<file path="config.mk">
export PLATFORM = sky130hd
export DESIGN_NAME = ram_scan_display
export DESIGN_NICKNAME = d
export VERILOG_FILES = /design/src/rtl/ram_scan_display.sv
export SDC_FILE = /design/constraint.sdc
export NUM_CORES = 1
export LEC_CHECK = 0
export ABC_AREA = 1
export CAP_MARGIN = 20
export CORE_MARGIN = 2
export CORE_UTILIZATION = 59
export DETAILED_ROUTE_END_ITERATION = 6
export GPL_TIMING_DRIVEN = 1
export PLACE_DENSITY = 0.82
export SKIP_LAST_GASP = 1
export SYNTH_ARGS = -nofsm -noshare
export SYNTH_HDL_FRONTEND = slang
export SYNTH_SLANG_ARGS = --single-unit
export TNS_END_PERCENT = 5
</file>
<file path="constraint.sdc">
create_clock -name CLK -period 2.5 [get_ports CLK]
set_input_delay 0.75 -clock CLK [delete_from_list [all_inputs] [get_ports CLK]]
set_output_delay 0.75 -clock CLK [all_outputs]
set_load 0.05 [all_outputs]
</file>
<file path="src/rtl/ram_scan_display.sv">
// RAM with manual read/write, auto-scan readout and 7-segment decode of address and data.
// Defining RAM_SCAN_CLEAR_EN adds a sequential memory-clear mode driven by the CLEAR pulse.
module ram_scan_display #(
  parameter int DATA_W   = 4,
  parameter int ADDR_W   = 5,
  parameter int SCAN_DIV = 50000000
) (
  input  logic              CLK,
  input  logic              RESETN,
  input  logic              MODE,
  input  logic [ADDR_W-1:0] ADDRESS,
  input  logic [DATA_W-1:0] DATA_IN,
  input  logic              WREN,
  input  logic              CLEAR,
  output logic [DATA_W-1:0] DATA_OUT,
  output logic [ADDR_W-1:0] CUR_ADDR,
  output logic              BUSY,
  output logic [13:0]       HEX_ADDR,
  output logic [13:0]       HEX_DIN,
  output logic [13:0]       HEX_DOUT
);
  // state     | meaning
  // ST_MANUAL | CUR_ADDR follows ADDRESS, WREN writes
  // ST_SCAN   | CUR_ADDR steps every SCAN_DIV clocks, writes blocked
  // ST_CLEAR  | zero one word per clock, BUSY high (RAM_SCAN_CLEAR_EN only)
  localparam int DEPTH = 2**ADDR_W;
  localparam int DIV_W = (SCAN_DIV > 1) ? $clog2(SCAN_DIV) : 1;
  localparam logic [DIV_W-1:0] DIV_LAST = DIV_W'(SCAN_DIV - 1);
  localparam logic [ADDR_W-1:0] ADDR_LAST = '1;
  localparam logic [6:0] SEG_BLANK = 7'b1111111;

  localparam logic [1:0] ST_MANUAL = 2'd0;
  localparam logic [1:0] ST_SCAN   = 2'd1;
`ifdef RAM_SCAN_CLEAR_EN
  localparam logic [1:0] ST_CLEAR  = 2'd2;
`endif

  logic [DATA_W-1:0] mem_q [DEPTH];

  logic [1:0]        state_q, state_d;
  logic [ADDR_W-1:0] cur_addr_q, cur_addr_d;
  logic [DIV_W-1:0]  div_cnt_q, div_cnt_d;
  logic [DATA_W-1:0] data_out_q, data_out_d;
  logic              mem_we;
  logic [ADDR_W-1:0] mem_waddr;
  logic [DATA_W-1:0] mem_wdata;

`ifdef RAM_SCAN_CLEAR_EN
  logic busy_q, busy_d;
`else
  logic unused_clear;
  assign unused_clear = CLEAR;
`endif

  always_comb begin
    state_d    = state_q;
    cur_addr_d = cur_addr_q;
    div_cnt_d  = div_cnt_q;
    mem_we     = 1'b0;
    mem_waddr  = ADDRESS;
    mem_wdata  = DATA_IN;
`ifdef RAM_SCAN_CLEAR_EN
    busy_d     = busy_q;
    if (CLEAR && (state_q != ST_CLEAR)) begin
      state_d    = ST_CLEAR;
      busy_d     = 1'b1;
      cur_addr_d = '0;
      div_cnt_d  = '0;
    end else if (state_q == ST_CLEAR) begin
      mem_we    = 1'b1;
      mem_waddr = cur_addr_q;
      mem_wdata = '0;
      if (cur_addr_q == ADDR_LAST) begin
        busy_d     = 1'b0;
        state_d    = MODE ? ST_SCAN : ST_MANUAL;
        cur_addr_d = MODE ? '0 : ADDRESS;
        div_cnt_d  = '0;
      end else begin
        cur_addr_d = cur_addr_q + 1'b1;
      end
    end else
`endif
    if (!MODE) begin
      state_d    = ST_MANUAL;
      cur_addr_d = ADDRESS;
      div_cnt_d  = '0;
      mem_we     = WREN;
    end else if (state_q != ST_SCAN) begin
      state_d    = ST_SCAN;
      cur_addr_d = '0;
      div_cnt_d  = '0;
    end else if (div_cnt_q == DIV_LAST) begin
      div_cnt_d  = '0;
      cur_addr_d = cur_addr_q + 1'b1;
    end else begin
      div_cnt_d  = div_cnt_q + 1'b1;
    end
    // DATA_OUT always shows the word at the new CUR_ADDR; forward a same-edge write
    if (mem_we && (mem_waddr == cur_addr_d)) begin
      data_out_d = mem_wdata;
    end else begin
      data_out_d = mem_q[cur_addr_d];
    end
  end

  always_ff @(posedge CLK or negedge RESETN) begin
    if (!RESETN) begin
      state_q    <= ST_MANUAL;
      cur_addr_q <= '0;
      div_cnt_q  <= '0;
      data_out_q <= '0;
    end else begin
      state_q    <= state_d;
      cur_addr_q <= cur_addr_d;
      div_cnt_q  <= div_cnt_d;
      data_out_q <= data_out_d;
    end
  end

`ifdef RAM_SCAN_CLEAR_EN
  always_ff @(posedge CLK or negedge RESETN) begin
    if (!RESETN) begin
      busy_q <= 1'b0;
    end else begin
      busy_q <= busy_d;
    end
  end
  assign BUSY = busy_q;
`else
  assign BUSY = 1'b0;
`endif

  // Storage is deliberately not reset; an aborted clear leaves it partially zeroed
  always_ff @(posedge CLK) begin
    if (mem_we) begin
      mem_q[mem_waddr] <= mem_wdata;
    end
  end

  assign DATA_OUT = data_out_q;
  assign CUR_ADDR = cur_addr_q;

  function automatic logic [6:0] seg7(input logic [3:0] v);
    logic [6:0] s;
    case (v)
      4'h0:    s = 7'b1000000;
      4'h1:    s = 7'b1111001;
      4'h2:    s = 7'b0100100;
      4'h3:    s = 7'b0110000;
      4'h4:    s = 7'b0011001;
      4'h5:    s = 7'b0010010;
      4'h6:    s = 7'b0000010;
      4'h7:    s = 7'b1111000;
      4'h8:    s = 7'b0000000;
      4'h9:    s = 7'b0011000;
      4'hA:    s = 7'b0001000;
      4'hB:    s = 7'b0000011;
      4'hC:    s = 7'b1000110;
      4'hD:    s = 7'b0100001;
      4'hE:    s = 7'b0000110;
      default: s = 7'b0001110;
    endcase
    return s;
  endfunction

  logic [7:0] addr_ext, din_ext, dout_ext;
  logic [6:0] din_hi, dout_hi;

  assign addr_ext = 8'(cur_addr_q);
  assign din_ext  = 8'(DATA_IN);
  assign dout_ext = 8'(data_out_q);
  assign din_hi   = seg7(din_ext[7:4]);
  assign dout_hi  = seg7(dout_ext[7:4]);

  always_comb begin
    HEX_ADDR = {seg7(addr_ext[7:4]), seg7(addr_ext[3:0])};
    HEX_DIN  = {(DATA_W == 4) ? SEG_BLANK : din_hi, seg7(din_ext[3:0])};
    HEX_DOUT = {(DATA_W == 4) ? SEG_BLANK : dout_hi, seg7(dout_ext[3:0])};
  end

endmodule

</file>
==> flow_metrics.py <==
metrics = {
    "critical_path": {
        "cp_cell_sequence": "inv_1 -> nand2_1 -> nor2_1 -> nand2_1 -> nor2_1 -> nand3_1 -> nand3_4 -> buf_6 -> nand3b_1 -> nand3_1 -> nand3_1 -> nand3_1 -> nand3_1 -> nand3_1 -> nand2_1",
        "critPathMostFrequentCell": "nand3_1",
        "rr_worst_depth": 15,
        "crit_slowest_cell": "dfrtp_1",
        "worstReg2RegStart": "div_cnt_q[7]",
        "cp-endpoint": "DATA_OUT[0]",
        "timing.rr.end": "DATA_OUT[0]",
        "critPathArrivalTime_ns": 2.94,
        "path_depth": 15,
        "start_kind": "register",
        "regToRegSetupSlack_ns": -0.12,
        "crit_buf_inv": 2,
        "worstSetupStartpoint": "div_cnt_q[7]",
        "required_ns": 2.82,
        "cp_slowest_stage_delay_ns": 0.41,
        "critPathTopFamily": "simple AND/OR/NAND/NOR gates",
        "path_max_fanout": 24,
        "cp-end-kind": "register",
        "criticalPathCategory": "reg -> reg",
    },
    "drt": {
        "drt_iter0_drc": 990,
        "wl_met2_um": 10240,
        "vias": 6865,
        "wl_met1_um": 7842,
        "wl_met3_um": 1956,
        "via_per_inst": 5.730,
        "drtPass1Iterations": 7,
        "ant_nets": 0,
        "topRoutingLayerUsed": "met4",
        "drc": 0,
        "post_drt_wl_per_cell_um": 17.34,
        "finalWirelength_um": 20770,
    },
    "die": {
        "die_y_um": 123.4,
        "coreArea_um2": 13880,
        "start_util": 0.6055,
        "dieWidth_um": 123.4,
        "dieArea_um2": 15220,
        "io_pins": 66,
        "rows": 43,
    },
    "layout": {
        "post-route-util": 0.7570,
        "area_delta_synth_final_pct": 25.03,
        "diodes": 0,
        "stdcell_area_um2": 10510,
        "drive_above_1_share": 0.1965,
        "num-nets-final": 1036,
    },
    "sta": {
        "tightest_slew_ns": 0.7968,
        "rsz0062_at_grt": "yes",
        "finalClockSkew_ns": 0.008550,
        "layout_setup_ws_ns": -0.1241,
        "finalSetupViolCount": 22,
        "fin_crit_sh": 1.050,
        "slew_headroom": 0.4688,
        "hold_viol": 0,
        "drv_slew": 0,
        "max_freq_mhz": 381.1,
        "period_needed_ns": 2.624,
    },
    "worst_hold_path": {
        "hold_class": "in -> async",
    },
    "logic_synthesis": {
        "ys.flop_type": "edfxtp_1",
        "synth_common_cells": "nand3_1, nand2_1, edfxtp_1",
        "synth-async-reset-ratio": 0.2195,
        "synth_top_area_cell": "edfxtp_1",
        "yosysMostFrequentCell": "nand3_1",
        "yosys-top-cells-area": "edfxtp_1, dfrtp_1, nand3_1, nand2_1, inv_1",
        "syn_area_per_cell_um2": 9.328,
        "ys_warn_count": 0,
        "synth_top_area_frac": 0.4573,
        "seq_area_frac_synth": 0.5645,
        "syn_area_um2": 8404,
        "ys_types": 42,
        "synth_edf_count": 128,
        "synthCells": 901,
        "ys_ff_latch": 164,
    },
    "grt": {
        "grt_pass1_wl_um": 31350,
        "overflow": 0,
        "antenna_found_initial": 0,
        "grt_max_degree": 43,
        "grt_pass1_vias": 6684,
        "track_usage": 0.2735,
    },
    "pwr": {
        "vdd_drop_max_mv": 0.5582,
        "switching_share": 0.2870,
        "powerDensity_nw_per_um2": 666.8,
        "clock_power_share": 0.371,
        "p_switching_mw": 2.011,
        "seqPwrFrac": 0.430,
        "p_leak_nw": 4.374,
        "p_comb_frac": 0.198,
        "internal_power_mw": 4.996,
        "finalPower_mw": 7.007,
    },
    "run": {
        "maxCapViolCount": 0,
    },
    "place": {
        "dp_hpwl_um": 13510,
        "io_buffers": 46,
        "place_area_um2": 9610,
        "place.gp.congestion": 0.9390,
    },
    "clocking": {
        "postCtsHoldBufs": 0,
        "tritoncts": "yes",
        "ctsHtreeMaxLevel": 4,
        "clk_pin_slew_ns": 0.07,
        "cts-root-buf": "clkbuf_16",
        "clock-sinks": 164,
        "numCtsBuffers": 17,
        "clk_latency_ns": 0.44,
        "clockBufferDepth": 2,
    },
    "status": {
        "violations": "negative setup slack",
        "status": "finished with violations",
    },
}
==> stage by stage <==
| stage | std cells | hold WS [ns] | setup slack (ns) | setup TNS [ns] |
|---|---|---|---|---|
| floorplan | 917 | 0.4463 | -0.3162 | -3.117 |
| global placement | 1159 | 0.4716 | -0.4113 | -3.246 |
| detailed placement | 1159 | 0.4788 | -0.4399 | -3.587 |
| CTS | 1192 | 0.4125 | -0.08864 | -0.7460 |
| global route | 1198 | 0.4686 | -0.2598 | -3.492 |
| finish | 1198 | 0.3966 | -0.1241 | -1.051 |
==> how the worst min path moves through the flow <==
stage / start / end / depth (start not counted)
6_report: RESETN / div_cnt_q[2] / 1
5_1_grt: RESETN / div_cnt_q[7] / 1
4_1_cts: RESETN / div_cnt_q[7] / 1
3_5_place_dp: div_cnt_q[25] / div_cnt_q[25] / 1
3_3_place_gp: div_cnt_q[0] / div_cnt_q[0] / 1
2_1_floorplan: RESETN / CUR_ADDR[0] / 0
==> state kept, by name, indices dropped and copies added (netlist names) <==
register,flops
div_cnt_q,26
mem_q,128
DATA_OUT,4
state_q,1
CUR_ADDR,5
==> layer usage <==
metal / track usage / vias up
li1: - / 3193
met1: 0.3330 / 3194
met2: 0.4629 / 390
met3: 0.06458 / 88
met4: 0.1229 / 0
met5: 0 / -
==> placed cells by master (no fill, tap or decap), types with 3 or more instances in the layout <==
| master | synthesis | final |
|---|---|---|
| inv_2 | 5 | 12 |
| a21oi_1 | 24 | 20 |
| nand2_1 | 159 | 152 |
| dfrtp_1 | 36 | 34 |
| nand3b_1 | 33 | 33 |
| nor2_1 | 65 | 63 |
| o21ai_1 | 3 | 7 |
| clkdlybuf4s50_1 | 0 | 18 |
| o211ai_1 | 6 | 6 |
| nor2_2 | 6 | 8 |
| inv_4 | 1 | 3 |
| dlygate4sd2_1 | 0 | 3 |
| o21ai_2 | 3 | 5 |
| buf_4 | 25 | 67 |
| inv_1 | 125 | 116 |
| inv_6 | 0 | 9 |
| conb_1 | 2 | 18 |
| nand2_2 | 3 | 9 |
| edfxtp_1 | 128 | 128 |
| ha_1 | 16 | 7 |
| ha_4 | 0 | 6 |
| a21oi_2 | 0 | 4 |
| nand4_1 | 3 | 3 |
| o21ai_0 | 16 | 10 |
| buf_12 | 0 | 23 |
| ha_2 | 0 | 3 |
| nor3_1 | 13 | 13 |
| nand3_1 | 170 | 169 |
| buf_6 | 8 | 7 |
| clkbuf_16 | 0 | 22 |
==> power by group through the flow <==
stage          Clock (mW)  Sequential, mW  Combinational (mW)
4_1_cts              2.62            3.01                1.32
3_5_place_dp            0            3.07                1.28
5_1_grt              2.73            3.02                1.47
2_1_floorplan           0            3.12               0.716
6_report             2.60            3.01                1.39
3_3_place_gp            0            3.07                1.26
==> cell families (layout without fill, tap and decap cells) <==
kind of cell	after synthesis	in the layout	synth area share
AND/OR/NAND/NOR	461	461	0.2562
buffers and inverters	190	291	0.1053
flip-flops	164	164	0.5645
AO/OA/AOI/OAI	66	66	0.04719
adder cells (fa/ha/maj)	16	16	0.02382
other	2	18	0.0008936
XOR/XNOR	2	2	0.002085
==> area by class of cell <==
class                      instances  area [µm²]
clock buffer                      17       425.4
multi-input combinational        563        3033
timing repair buffer             127        1408
clock inverter                    14       162.7
tap                              180       225.2
inverter                         133       506.7
fill                             873        3373
sequential                       164        4747
==> worst register-to-register path, cell delays in order (launching register included) <==
cell and delay [ns]:
dfrtp_1 0.41, inv_1 0.10, nand2_1 0.05, nor2_1 0.16, nand2_1 0.10, nor2_1 0.27, nand3_1 0.21, nand3_4 0.19
buf_6 0.24, nand3b_1 0.11, nand3_1 0.13, nand3_1 0.11, nand3_1 0.14, nand3_1 0.10, nand3_1 0.10, nand2_1 0.07
==> timing repair <==
item,4_1_cts,5_1_grt
buffers inserted,2,4
pin swaps,5,6
setup endpoints to repair,28,37
resized for setup,37,35
gates cloned,0,2
Power figures use the tool's default switching activity.
==> RTL change 1, RTL diff (config.mk and constraints unchanged) <==
Put a register stage on the output `HEX_ADDR`, cleared by the reset. The value now appears one clock later. The other outputs are not delayed to match.
--- a/src/rtl/ram_scan_display.sv
+++ b/src/rtl/ram_scan_display.sv
@@ -31,6 +31,8 @@
 
   localparam logic [1:0] ST_MANUAL = 2'd0;
   localparam logic [1:0] ST_SCAN   = 2'd1;
+
+  logic [13:0] HEX_ADDR_d;
 `ifdef RAM_SCAN_CLEAR_EN
   localparam logic [1:0] ST_CLEAR  = 2'd2;
 `endif
@@ -173,10 +175,18 @@
   assign dout_hi  = seg7(dout_ext[7:4]);
 
   always_comb begin
-    HEX_ADDR = {seg7(addr_ext[7:4]), seg7(addr_ext[3:0])};
+    HEX_ADDR_d = {seg7(addr_ext[7:4]), seg7(addr_ext[3:0])};
     HEX_DIN  = {(DATA_W == 4) ? SEG_BLANK : din_hi, seg7(din_ext[3:0])};
     HEX_DOUT = {(DATA_W == 4) ? SEG_BLANK : dout_hi, seg7(dout_ext[3:0])};
   end
 
+  always_ff @(posedge CLK or negedge RESETN) begin
+    if (!RESETN) begin
+      HEX_ADDR <= '0;
+    end else begin
+      HEX_ADDR <= HEX_ADDR_d;
+    end
+  end
+
 endmodule
 
Check against the original RTL: not equivalent (Yosys sat finds a counterexample within 4 cycles, from zero or initial values and one cycle with RESETN low).
==> RTL change 1 against the unedited design <==
  * The flow still finishes with violations (negative setup slack)
  * Worst setup slack better by 0.052 ns
  * Sequential cell count is 9 higher
  * Clock skew increased by 0.0034 ns
  * Final cell count is 1.7% higher
  * Area after synthesis is 2.7% higher
  * Count of clock-buffer cells in the layout increased by 4
  * Register-to-register slack improved by 0.20 ns
  * Design area grew 1.3%
  * Routed wire length rose by 3.4%
  * Utilization fell by 1.9 points
  * Worst hold slack worse by 0.13 ns
  * Total power increased by 5.4%
  * Fmax increased by 2.0%
  * Sequential power up 6%
  * Critical path type is now input pin to primary output
  * Critical endpoint is now HEX_DIN[6]
  * Highest routed layer unchanged
==> RTL change 1: results (changes against the unedited design) <==
Cells and area
  – Data buffer area share: 12.57% (was 13.40%)
  – Nets: 1,051 (was 1,036)
  – ClkCell Share: 5.949% (was 5.597%)
  – Plain + repair buffers: 131 (was 127)
  – Multi-input comb cells: 565 (was 563)
  – Area taken by multi-input logic gates: 0.002964 mm² (was 0.003033 mm²)
  – Fillers: 933 (was 873)
  – Sequential cell area: 0.004971 mm² (was 0.004747 mm²)
  – CLK BUF: 21 (was 17)
  – Multi-input combinational area share: 27.85% (was 28.86%)
  – Final std cells w/o fill: 1,218 (was 1,198)

Power
  – Overall power: 7.383 mW (was 7.007 mW)
  – Comb group: 1.35 mW (was 1.39 mW)
  – Worst IR Drop VDD: 0.0006131 V (was 0.0005582 V)
  – Sw Pwr: 1.975 mW (was 2.011 mW)
  – Pleak: 4.484 nW (was 4.374 nW)

Worst setup path
  – CP max FO: 4 (was 24)
  – Worst Path Arrival: 1.82 ns (was 2.94 ns)

Routing
  – WL met1: 8087 µm (was 7842 µm)
  – Routed wire length on met3: 1837 µm (was 1956 µm)
  – Routed wire length per instance: 17.63 µm (was 17.34 µm)
  – DR WL met2: 10,910 µm (was 10,240 µm)
  – Final ANT Viol Nets: 0 (unchanged)
  – Drt initial violations: 802 (was 990)
  – Drt via density: 5.766 (was 5.730)

STA
  – Final setup viols: 15 (was 22)
  – Clock Skew: 0.01195 ns (was 0.008550 ns)
  – Setup TNS: -0.4334 ns (was -1.051 ns)
  – Worst-Margin Slew: 0.5273 ns (was 0.7968 ns)
  – Fin worst setup slack: -0.07184 ns (was -0.1241 ns)

Yosys
  – Syn_area_per_cell: 9.473 µm² (was 9.328 µm²)
  – Synth warnings: 0 (unchanged)
  – Seq/Total Area, Yosys: 57.59% (was 56.45%)
  – Fraction of registers with async set/reset: 26.01% (was 21.95%)
  – Synth cell count leaders: 171 x nand3_1, 162 x nand2_1, 128 x edfxtp_1 (was 170 x nand3_1, 159 x nand2_1, 128 x edfxtp_1)

Placement
  – IO Port Bufs: 47 (was 46)
  – Placed instance area: 0.009847 mm² (was 0.009610 mm²)
  – Final HPWL DP: 13,940 µm (was 13,510 µm)
  – Setup WS pre-CTS: -0.5492 ns (was -0.4399 ns)
  – Placed insts: 1,180 (was 1,159)
  – GPL Wtd Cong: 0.9053 (was 0.9390)

GRT
  – Met1 Usage GRT: 34.58% (was 33.30%)
  – Met3 Use GR: 6.632% (was 6.458%)
  – Initial antenna violation count: 0 (unchanged)
  – First-pass GRT wire length: 34,530 µm (was 31,350 µm)
  – Met2 Usage GRT: 48.83% (was 46.29%)
  – Total GRT Usage: 28.21% (was 27.35%)

Clocking
  – Clock sink count: 173 (was 164)

Run status
  – Failing checks: negative setup slack (unchanged)
  – Outcome: complete, but fails checks (unchanged)

Die
  – Core area: 0.01442 mm² (was 0.01388 mm²)
## RTL change 1: cell types whose count changed after synthesis, moves of 2 or more
cell,delta
inv_2,+2
nand2_1,+3
o21ai_0,-2
nor2_1,+2
buf_1,+2
buf_4,-4
o22ai_1,-2
dfrtp_1,+9
## RTL change 1: cells by family after synthesis
logic type                 count (synthesis)  share of synthesized area, %
and+or+nand+nor                          465                         25.07
buffers and inverters                    189                         10.11
DFF                                      173                         57.59
AOI/OAI and AO/OA                         64                         4.625
adders and majority gates                 16                         2.320
xor gates and xnor gates                   2                        0.2030
other                                      2                       0.08703
## RTL change 1: worst max-delay path, stage by stage
cell and delay [ns]:
buf_2 0.13, buf_4 0.16, ha_1 0.21, nand2_1 0.09, nand2_1 0.09, a21oi_2 0.16
a21oi_2 0.08, buf_12 0.15
## RTL change 1: path summary, 6_finish.rpt
| check | from | end | slack, ns | cells after the start |
|---|---|---|---|---|
| worst max-delay path | DATA_IN[0] | HEX_DIN[6] | -0.07 | 8 |
| max in group asynchronous | RESETN | DATA_OUT[0]$_DFF_PN0_ | 1.53 | 2 |
| worst min-delay path | RESETN | div_cnt_q[9]$_DFF_PN0_ | 0.27 | 1 |
| worst min register to register | CUR_ADDR[4]$_DFF_PN0_ | HEX_ADDR[12]$_DFF_PN0_ | 0.48 | 0 |
| worst max register to register | div_cnt_q[0]$_DFF_PN0_ | DATA_OUT[2]$_DFF_PN0_ | 0.08 | 17 |
| min in group CLK | CUR_ADDR[4]$_DFF_PN0_ | HEX_ADDR[12]$_DFF_PN0_ | 0.48 | 0 |
## RTL change 1: what timing repair did
action	in CTS	in global routing
gates resized for setup	41	11
setup endpoints to repair	16	23
pin swaps	4	0
setup buffers	6	0
==> RTL change 2, RTL diff (same flow settings) <==
Made on the original files. The parameter `DATA_W` goes from 4 to 6.
--- a/src/rtl/ram_scan_display.sv
+++ b/src/rtl/ram_scan_display.sv
@@ -1,7 +1,7 @@
 // RAM with manual read/write, auto-scan readout and 7-segment decode of address and data.
 // Defining RAM_SCAN_CLEAR_EN adds a sequential memory-clear mode driven by the CLEAR pulse.
 module ram_scan_display #(
-  parameter int DATA_W   = 4,
+  parameter int DATA_W   = 6,
   parameter int ADDR_W   = 5,
   parameter int SCAN_DIV = 50000000
 ) (
Ports: changed (resized DATA_IN and DATA_OUT); port bits go from 66 to 70. The function was not compared with the original's and may differ.
==> RTL change 2 against the unedited design <==
  * The flow still finishes with violations (negative setup slack)
  * Sequential cell count grew 66
  * Synthesized cell count grew 30%
  * Worst setup slack worse by 0.12 ns
  * Die area is 33% higher
  * Routed wire length grew 41%
  * Design area up 35%
  * Total power grew 33%
  * Critical path depth fell by 14
  * Area after synthesis grew 34%
  * Clock skew grew 0.011 ns
  * Largest cell class unchanged
  * Largest power group unchanged
==> RTL change 2: results (changes against the unedited design) <==
Run status
  – Outcome: complete, but fails checks (unchanged)
  – Failing checks: negative setup slack (unchanged)

Power
  – Comb group: 1.76 mW (was 1.39 mW)
  – Pleak: 6.024 nW (was 4.374 nW)
  – Worst IR Drop VDD: 0.0005730 V (was 0.0005582 V)
  – Sw Pwr: 2.549 mW (was 2.011 mW)
  – Clock share of power: 35.7% (was 37.1%)

Cells and area
  – Nets: 1,379 (was 1,036)
  – Largest register FFs: 192 (was 128)
  – Fillers: 1,118 (was 873)
  – Layout cells sized above 1: 19.06% (was 19.65%)
  – ANT cells: 0 (unchanged)

Placement
  – Final HPWL DP: 18,950 µm (was 13,510 µm)
  – IO Port Bufs: 62 (was 46)
  – GPL Wtd Cong: 0.8960 (was 0.9390)

Yosys
  – Post-synth EDFFs: 192 (was 128)
  – Adder-cell share of the synthesized area: 1.776% (was 2.382%)
  – Xor/xnor share of the synthesized area: 0.07772% (was 0.2084%)
  – Fraction of registers with async set/reset: 16.52% (was 21.95%)
  – Seq/Total Area, Yosys: 59.60% (was 56.45%)
  – Synth cell count leaders: 248 x nand3_1, 206 x nand2_1, 192 x edfxtp_1 (was 170 x nand3_1, 159 x nand2_1, 128 x edfxtp_1)
  – Top cells by area, synth: edfxtp_1 51%, nand3_1 11%, dfrtp_1 8.4% (was edfxtp_1 46%, dfrtp_1 11%, nand3_1 10%)
  – Count of different cell masters after synthesis: 45 (was 42)
  – Compound-Gate Fraction of Synth Area: 3.420% (was 4.719%)

Worst setup path
  – CP max FO: 10 (was 24)
  – Max incr delay on CP: 0.88 ns (was 0.41 ns)
  – Family with the most delay on the worst path: buffers and inverters (was simple AND/OR/NAND/NOR gates)
  – Crit path max-delay cell type: clkdlybuf4s50_1 (was dfrtp_1)
  – Worst Path Arrival: 2.00 ns (was 2.94 ns)

GRT
  – Number of global-route vias before repair: 8,986 (was 6,684)
  – First-pass GRT wire length: 46,290 µm (was 31,350 µm)
  – Initial antenna violation count: 1 (was 0)
  – Total GRT Usage: 29.49% (was 27.35%)
  – Largest net degree at the start of global routing: 66 (was 43)

Clocking
  – CTS Buf Count: 24 (was 17)
  – Buffer depth of the longest clock path: 3 (was 2)
  – Worst-Skew Late Latency: 0.53 ns (was 0.44 ns)
  – H-tree Lvls: 1 (was 4)

STA
  – Fin worst setup slack: -0.2483 ns (was -0.1241 ns)
  – Final setup viols: 46 (was 22)
  – Slew margin rel.: 41.33% (was 46.88%)
  – Clock Skew: 0.01910 ns (was 0.008550 ns)
  – Setup TNS: -4.423 ns (was -1.051 ns)

Routing
  – Pre-Repair DR Iteration Count: 6 (was 7)
  – Drt initial violations: 1,088 (was 990)
  – Drt via density: 5.765 (was 5.730)
  – Routed wire length per instance: 18.31 µm (was 17.34 µm)
-- RTL change 2: changes by cell type in the layout (fill, tap and decap cells not counted), sizes merged, moves of 12 or more --
cell    change
nand3b     +17
buf        +83
inv        +35
conb       -12
edfxtp     +64
clkbuf     +13
nand3      +78
nand2      +46
-- RTL change 2: per-layer routing --
layer	GRT usage (%)	wire (µm)	vias to the layer above
met5	0	0	-
li1	-	-	4266
met1	38.86	10920	4285
met2	48.64	13880	566
met4	10.11	927	0
met3	6.696	3535	96
-- RTL change 2: cell type report --
| class | instances | area, µm² | area share (%) |
|---|---|---|---|
| clock buffer | 35 | 661.9 | 4.661 |
| clock inverter | 8 | 73.82 | 0.5199 |
| inverter | 175 | 661.9 | 4.661 |
| multi-input combinational | 700 | 3643 | 25.66 |
| sequential | 230 | 6719 | 47.32 |
| tap | 234 | 292.8 | 2.062 |
| timing repair buffer | 216 | 2147 | 15.12 |
-- RTL change 2: cell families after synthesis --
| group | Yosys count |
|---|---|
| AO/OA/AOI/OAI | 63 |
| XOR/XNOR | 1 |
| adder cells (fa/ha/maj) | 16 |
| buffers and inverters | 243 |
| flip-flops | 230 |
| other | 2 |
| AND/OR/NAND/NOR | 613 |
-- RTL change 2: metrics by stage --
| stage | util [%] | cells | power [mW] | setup slack (ns) | instance area (µm²) |
|---|---|---|---|---|---|
| 5_1_grt | 75.91 | 1598 | 9.630 | -0.3037 | 14200 |
| 3_3_place_gp | 71.06 | 1547 | 5.953 | -0.5759 | 13290 |
| 4_1_cts | 75.40 | 1592 | 9.303 | -0.2566 | 14100 |
| 6_report | 75.91 | 1598 | 9.352 | -0.2483 | 14200 |
| 3_5_place_dp | 71.06 | 1547 | 5.982 | -0.5930 | 13290 |
| 2_1_floorplan | - | 1172 | 5.263 | -0.2364 | 11320 |
-- RTL change 2: path summary, 6_finish.rpt --
path	from	end	slack (ns)
min in group CLK	div_cnt_q[0]$_DFF_PN0_	div_cnt_q[0]$_DFF_PN0_	0.54
worst max-delay path	DATA_OUT[2]$_DFF_PN0_	DATA_OUT[2]	-0.25
max in group asynchronous	RESETN	DATA_OUT[1]$_DFF_PN0_	1.54
worst min-delay path	RESETN	div_cnt_q[9]$_DFF_PN0_	0.35
worst max register to register	div_cnt_q[0]$_DFF_PN0_	DATA_OUT[3]$_DFF_PN0_	-0.14
worst min register to register	div_cnt_q[0]$_DFF_PN0_	div_cnt_q[0]$_DFF_PN0_	0.54
-- RTL change 2: what timing repair did --
item / in CTS / in global routing
buffers inserted: 1 / 6
cloned: 1 / 0
endpoints found under the setup margin: 51 / 55
pin swaps: 4 / 1
endpoints found under the hold margin: 0 / 0
resized for setup: 28 / 18
